[config.mk]
export PLATFORM = sky130hd
export DESIGN_NAME = uart_tx_arbiter
export DESIGN_NICKNAME = d
export VERILOG_FILES = /design/src/rtl/uart_pkg.sv /design/src/rtl/rr_arbiter.sv /design/src/rtl/uart_tx_arbiter.sv
export SDC_FILE = /design/constraint.sdc
export NUM_CORES = 1
export LEC_CHECK = 0
export BUFFER_PORTS_ARGS = -buffer_cell sky130_fd_sc_hd__buf_2
export CAP_MARGIN = 5
export CORE_MARGIN = 4
export CORE_UTILIZATION = 45
export DETAILED_ROUTE_END_ITERATION = 8
export GPL_ROUTABILITY_DRIVEN = 0
export PLACE_DENSITY_LB_ADDON = 0.1
export SYNTH_ARGS = -nofsm -noshare
export SYNTH_HDL_FRONTEND = slang
export SYNTH_HIERARCHICAL = 1
export SYNTH_SLANG_ARGS = --single-unit
[constraint.sdc]
create_clock -name clk -period 2.9 [get_ports clk]
set_input_delay 0.58 -clock clk [delete_from_list [all_inputs] [get_ports clk]]
set_output_delay 0.58 -clock clk [all_outputs]
set_load 0.01 [all_outputs]
[src/rtl/uart_pkg.sv]
// -----------------------------------------------------------------------------
// uart_pkg
// Shared definitions for the UART blocks.
//   BYTE_W     : width of one UART character / requester byte lane.
//   tx_state_e : transmit arbiter FSM states. The enum is two bits wide so that
//                an illegal encoding exists and is explicitly recovered from.
// -----------------------------------------------------------------------------
package uart_pkg;

    localparam int BYTE_W = 8;

    typedef enum logic [1:0] {
        IDLE = 2'b00,
        XFER = 2'b01
    } tx_state_e;

endpackage

[src/rtl/rr_arbiter.sv]
// -----------------------------------------------------------------------------
// rr_arbiter
// Combinational round-robin pick: starting at rr_ptr and walking upward modulo
// NUM_REQ, selects the first requester with req_valid high.
//   req_valid  [NUM_REQ] : requesters asking for the UART
//   rr_ptr     [PTR_W]   : highest-priority requester for this search
//   choice     [NUM_REQ] : one-hot winner (all zero when nobody is valid)
//   choice_idx [PTR_W]   : binary index of the winner (0 when nobody is valid)
// -----------------------------------------------------------------------------
module rr_arbiter #(
    parameter int NUM_REQ = 4,
    parameter int PTR_W   = $clog2(NUM_REQ)
) (
    input  logic [NUM_REQ-1:0] req_valid,
    input  logic [PTR_W-1:0]   rr_ptr,
    output logic [NUM_REQ-1:0] choice,
    output logic [PTR_W-1:0]   choice_idx
);

    logic             found;
    logic [PTR_W-1:0] idx;

    always_comb begin
        choice     = '0;
        choice_idx = '0;
        found      = 1'b0;
        idx        = '0;
        for (int off = 0; off < NUM_REQ; off++) begin
            // Explicit modulo keeps the walk correct for non-power-of-two NUM_REQ.
            idx = PTR_W'((int'(rr_ptr) + off) % NUM_REQ);
            if (!found && req_valid[idx]) begin
                found       = 1'b1;
                choice[idx] = 1'b1;
                choice_idx  = idx;
            end
        end
    end

endmodule

[src/rtl/uart_tx_arbiter.sv]
// -----------------------------------------------------------------------------
// uart_tx_arbiter
// Shares one UART transmit FIFO between NUM_REQ byte-stream requesters. A
// requester owns the UART for a whole packet (until a byte with req_last is
// accepted) or until TIMEOUT_CYCLES cycles pass without a byte being accepted.
// Ownership rotates round-robin.
//   clk, rst            : clock; asynchronous active-low reset
//   req_valid/data/last : per-requester byte stream (lane i = data[8i+7:8i])
//   req_ready           : per-requester byte accept
//   uart_valid/data     : write strobe and byte into the UART FIFO
//   uart_full           : UART FIFO full, back-pressures the owner
//   grant               : one-hot current owner (zero when unowned)
//   busy                : a grant is held
//   timeout_err         : one-cycle pulse when an owner is dropped for idling
// -----------------------------------------------------------------------------
module uart_tx_arbiter
    import uart_pkg::*;
#(
    parameter int NUM_REQ        = 4,
    parameter int TIMEOUT_CYCLES = 1024
) (
    input  logic                      clk,
    input  logic                      rst,
    input  logic [NUM_REQ-1:0]        req_valid,
    input  logic [NUM_REQ*BYTE_W-1:0] req_data,
    input  logic [NUM_REQ-1:0]        req_last,
    output logic [NUM_REQ-1:0]        req_ready,
    output logic                      uart_valid,
    output logic [BYTE_W-1:0]         uart_data,
    input  logic                      uart_full,
    output logic [NUM_REQ-1:0]        grant,
    output logic                      busy,
    output logic                      timeout_err
);

    localparam int PTR_W = $clog2(NUM_REQ);
    localparam int CNT_W = (TIMEOUT_CYCLES > 1) ? $clog2(TIMEOUT_CYCLES) : 1;
    localparam logic [CNT_W-1:0] CNT_LIMIT = CNT_W'(TIMEOUT_CYCLES - 1);
    localparam logic [PTR_W-1:0] PTR_LAST  = PTR_W'(NUM_REQ - 1);

    tx_state_e          state_q;
    logic [NUM_REQ-1:0] grant_q;
    logic [PTR_W-1:0]   gidx_q;
    logic [PTR_W-1:0]   rr_ptr_q;
    logic [CNT_W-1:0]   idle_cnt_q;
    logic               busy_q;
    logic               timeout_q;

    logic [NUM_REQ-1:0] arb_choice;
    logic [PTR_W-1:0]   arb_idx;
    logic               in_xfer;
    logic               sel_valid;
    logic               sel_last;
    logic [BYTE_W-1:0]  sel_data;
    logic               fire;
    logic [PTR_W-1:0]   next_ptr;

    rr_arbiter #(
        .NUM_REQ (NUM_REQ),
        .PTR_W   (PTR_W)
    ) u_rr_arbiter (
        .req_valid  (req_valid),
        .rr_ptr     (rr_ptr_q),
        .choice     (arb_choice),
        .choice_idx (arb_idx)
    );

    // One-hot mux of the owner's lane.
    always_comb begin
        sel_valid = 1'b0;
        sel_last  = 1'b0;
        sel_data  = '0;
        for (int i = 0; i < NUM_REQ; i++) begin
            if (grant_q[i]) begin
                sel_valid = req_valid[i];
                sel_last  = req_last[i];
                sel_data  = req_data[i*BYTE_W +: BYTE_W];
            end
        end
    end

    // rst is folded in so the handshake outputs are low for the whole reset
    // window, including the cycle in which reset is asserted mid-packet.
    assign in_xfer    = rst && (state_q == XFER);
    assign req_ready  = in_xfer ? (grant_q & {NUM_REQ{~uart_full}}) : '0;
    assign uart_valid = in_xfer && sel_valid && !uart_full;
    assign uart_data  = in_xfer ? sel_data : '0;
    assign fire       = uart_valid;
    assign next_ptr   = (gidx_q == PTR_LAST) ? '0 : gidx_q + PTR_W'(1);

    assign grant       = grant_q;
    assign busy        = busy_q;
    assign timeout_err = timeout_q;

    always_ff @(posedge clk or negedge rst) begin
        if (!rst) begin
            state_q    <= IDLE;
            grant_q    <= '0;
            gidx_q     <= '0;
            rr_ptr_q   <= '0;
            idle_cnt_q <= '0;
            busy_q     <= 1'b0;
            timeout_q  <= 1'b0;
        end else begin
            timeout_q <= 1'b0;
            case (state_q)
                IDLE: begin
                    if (|req_valid) begin
                        state_q    <= XFER;
                        grant_q    <= arb_choice;
                        gidx_q     <= arb_idx;
                        busy_q     <= 1'b1;
                        idle_cnt_q <= '0;
                    end
                end
                XFER: begin
                    // A byte accepted on the limit cycle wins over the timeout.
                    if (fire) begin
                        idle_cnt_q <= '0;
                        if (sel_last) begin
                            state_q  <= IDLE;
                            grant_q  <= '0;
                            busy_q   <= 1'b0;
                            rr_ptr_q <= next_ptr;
                        end
                    end else if (idle_cnt_q == CNT_LIMIT) begin
                        state_q    <= IDLE;
                        grant_q    <= '0;
                        busy_q     <= 1'b0;
                        rr_ptr_q   <= next_ptr;
                        idle_cnt_q <= '0;
                        timeout_q  <= 1'b1;
                    end else begin
                        idle_cnt_q <= idle_cnt_q + CNT_W'(1);
                    end
                end
                default: begin
                    state_q    <= IDLE;
                    grant_q    <= '0;
                    busy_q     <= 1'b0;
                    idle_cnt_q <= '0;
                end
            endcase
        end
    end

endmodule

==> run_results.csv <==
group,metric,value,unit
drt,routed_wl,4.598,mm
worst_setup_path,end_kind,"primary output",
drt,via_per_inst,5.755,
floorplan,dieArea,5083,um2
worst_setup_path,cp_top_family,"flip-flops",
clock_tree,cts_sinks,20,
worst_setup_path,crit_arrival,1.98,ns
cells_and_area,final_common_cell,"buf_2",
floorplan,die-height,71.30,um
job,drv_cap,0,
synth,ys_types,45,
floorplan,start_util,47.81,%
worst_setup_path,criticalPathCategory,"register to primary output",
cells_and_area,areaGrowthSynthToFinish,20.19,%
worst_setup_path,critPathBufInv,2,
floorplan,ioPinCount,62,
timing,slew_headroom,57.68,%
synth,async_reset_ff_share,100.0,%
grt,antenna_found_initial,0,
timing,finalCritPeriodShare,88.33,%
timing,tightestPinTransition,0.6348,ns
timing,fin_skew,0.002017,ns
grt,grt.overflow.total,0,
placement,hpwl,3.573,mm
clock_tree,clk_pin_slew_worst_paths,0.07,ns
timing,hold_ws,0.1663,ns
cells_and_area,final_cell_mix,"buf_2, dfrtp_1, nor2_1",
floorplan,die_w,71.30,um
cells_and_area,n_antenna_cell,0,
clock_tree,ctsResizeCount,0,
clock_tree,cts_hold_buf,0,
drt,via_count,1784,
timing,setup_violations,0,
clock_tree,cts_tree,"done",
drt,drc,0,
synth,synth_edf_count,0,
clock_tree,insertion_delay,0.26,ns
timing,rsz0062_at_grt,"false",
worst_setup_path,r2r_cells,5,
synth,synth_flop_cell,"dfrtp_1",
status,status,"finished clean",
placement,place_area,2126,um2
floorplan,core_area,3771,um2
power_and_ir_drop,cellLeakagePower,1.027,nW
clock_tree,clockRootBuffer,"clkbuf_8",
worst_hold_path,min_path_type,"input port to asynchronous set/reset pin",
grt,grt_pass1_vias,1569,
timing,max_freq,0.3904,GHz
drt,wl_per_cell,14.83,um
synth,yosysSeqAreaShare,27.76,%
timing,slew_viol_final,0,
timing,hold_viol_final,0,
clock_tree,cts_buffers,3,
drt,antenna_left,0,
timing,period_minus_slack,2.562,ns
clock_tree,clockBufferDepth,2,
worst_setup_path,path_depth,5,
clock_tree,htree_levels,1,
clock_tree,cts_setup_buffers,0,
worst_setup_path,cp-start-kind,"register",
cells_and_area,fillers,354,
cells_and_area,fin_area,2167,um2
grt,grtUsageTotal,17.26,%
synth,ys_ff_latch,20,
worst_setup_path,worstPathCellList,"a21oi_1, a2111oi_4, nor2_1, inv_1, buf_2",
synth,synth_fp_nets,258,
grt,grt_pass1_wl,7.265,mm
cells_and_area,final_nets,314,
synth,syn_area,1803,um2
worst_setup_path,worstPathRequired,2.32,ns
cells_and_area,drive_gt1_share,31.68,%
worst_setup_path,crit_fanout,23,
power_and_ir_drop,vdd_drop_max,488.2,uV
power_and_ir_drop,powerDensity,868.2,nW/um2
synth,avgSynthCellArea,8.668,um2
drt,drt_iter0_markers,113,
drt,detail_route.first_pass.iterations,4,
synth,ys_warn_count,6,
synth,synthCells,208,
floorplan,rows,22,
placement,port_buffers,61,
worst_setup_path,cp_slowest_cell,"dfrtp_1",
timing,setup-tns-final,0,ns
grt,grt_max_degree,24,
worst_setup_path,critPathMaxStageDelay,0.72,ns
-- worst paths after layout --
check	startpoint	to	slack (ns)
min	rst	idle_cnt_q[9]	0.17
max	grant[2]	uart_valid	0.34
max in group asynchronous	rst	grant[3]	2.29
min reg2reg	idle_cnt_q[8]	idle_cnt_q[8]	0.48
min in group clk	idle_cnt_q[8]	idle_cnt_q[8]	0.48
max reg2reg	grant[2]	rr_ptr_q[1]	0.68
-- registers in the layout (all words and copies together) (netlist names) --
name	flops
grant	4
busy	1
idle_cnt_q	10
rr_ptr_q	2
gidx_q	2
timeout_err	1
-- power breakdown --
part | internal, W | total [W] | switching, W
Sequential | 0.000370 | 0.000517 | 0.000146
Clock | 0.0000926 | 0.000181 | 0.0000886
Combinational | 0.000562 | 0.00118 | 0.000622
Total | 0.00102 | 0.00188 | 0.000857
-- through the flow --
step	setup WS [ns]	total power, W	util [%]	cells
6_report	0.3384	0.001881	57.47	310
3_3_place_gp	0.6122	0.001701	56.37	307
3_5_place_dp	0.5921	0.001706	56.37	307
5_1_grt	0.1192	0.002047	57.47	310
4_1_cts	0.3275	0.001895	57.47	310
2_1_floorplan	0.6300	0.001433	-	208
-- synth_stat cells, types with 3 or more instances --
cell type / count / area share [%]
o21ai_1: 6 / 1.7
nand3_1: 4 / 1.1
ha_1: 7 / 4.9
nand3b_1: 5 / 2.1
a22oi_1: 8 / 3.3
a21oi_1: 12 / 3.3
mux2_2: 5 / 3.1
and2_1: 6 / 2.1
mux4_2: 3 / 3.7
nor2b_1: 11 / 3.8
a221oi_1: 8 / 3.9
nor2_1: 18 / 3.7
dfrtp_1: 20 / 28
and3_1: 3 / 1.0
a31oi_1: 6 / 2.1
nand2b_1: 5 / 1.7
nand2_1: 12 / 2.5
nor3_1: 10 / 2.8
a22o_1: 7 / 3.4
inv_1: 5 / 1.0
o21ai_0: 8 / 2.2
buf_2: 4 / 1.1
clkbuf_1: 8 / 1.7
-- cell families (layout without fill, tap and decap cells) --
group	after synthesis	count (layout)	synth area share [%]
and+or+nand+nor	83	83	26.44
AOI/OAI and AO/OA	67	67	26.23
DFF	20	20	27.76
buffers and inverters	20	74	5.274
muxes	11	11	9.438
adders and majority gates	7	7	4.858
-- metal layers --
| layer | wire, um | track usage [%] |
|---|---|---|
| met3 | 316 | 3.366 |
| met2 | 2189 | 29.49 |
| met5 | 0 | 0 |
| met4 | 14 | 1.879 |
| met1 | 2077 | 23.40 |
-- final cells by class --
class                   count  area, um2  share of cell area (%)
inverters                   6      22.52                   1.039
multi-input cells         168       1207                   55.72
flip-flops and latches     20      500.5                   23.09
repair buffers             65      335.3                   15.47
clock buffers               3      41.29                   1.905
well taps                  48      60.06                   2.771
Power figures use the tool's default switching activity.
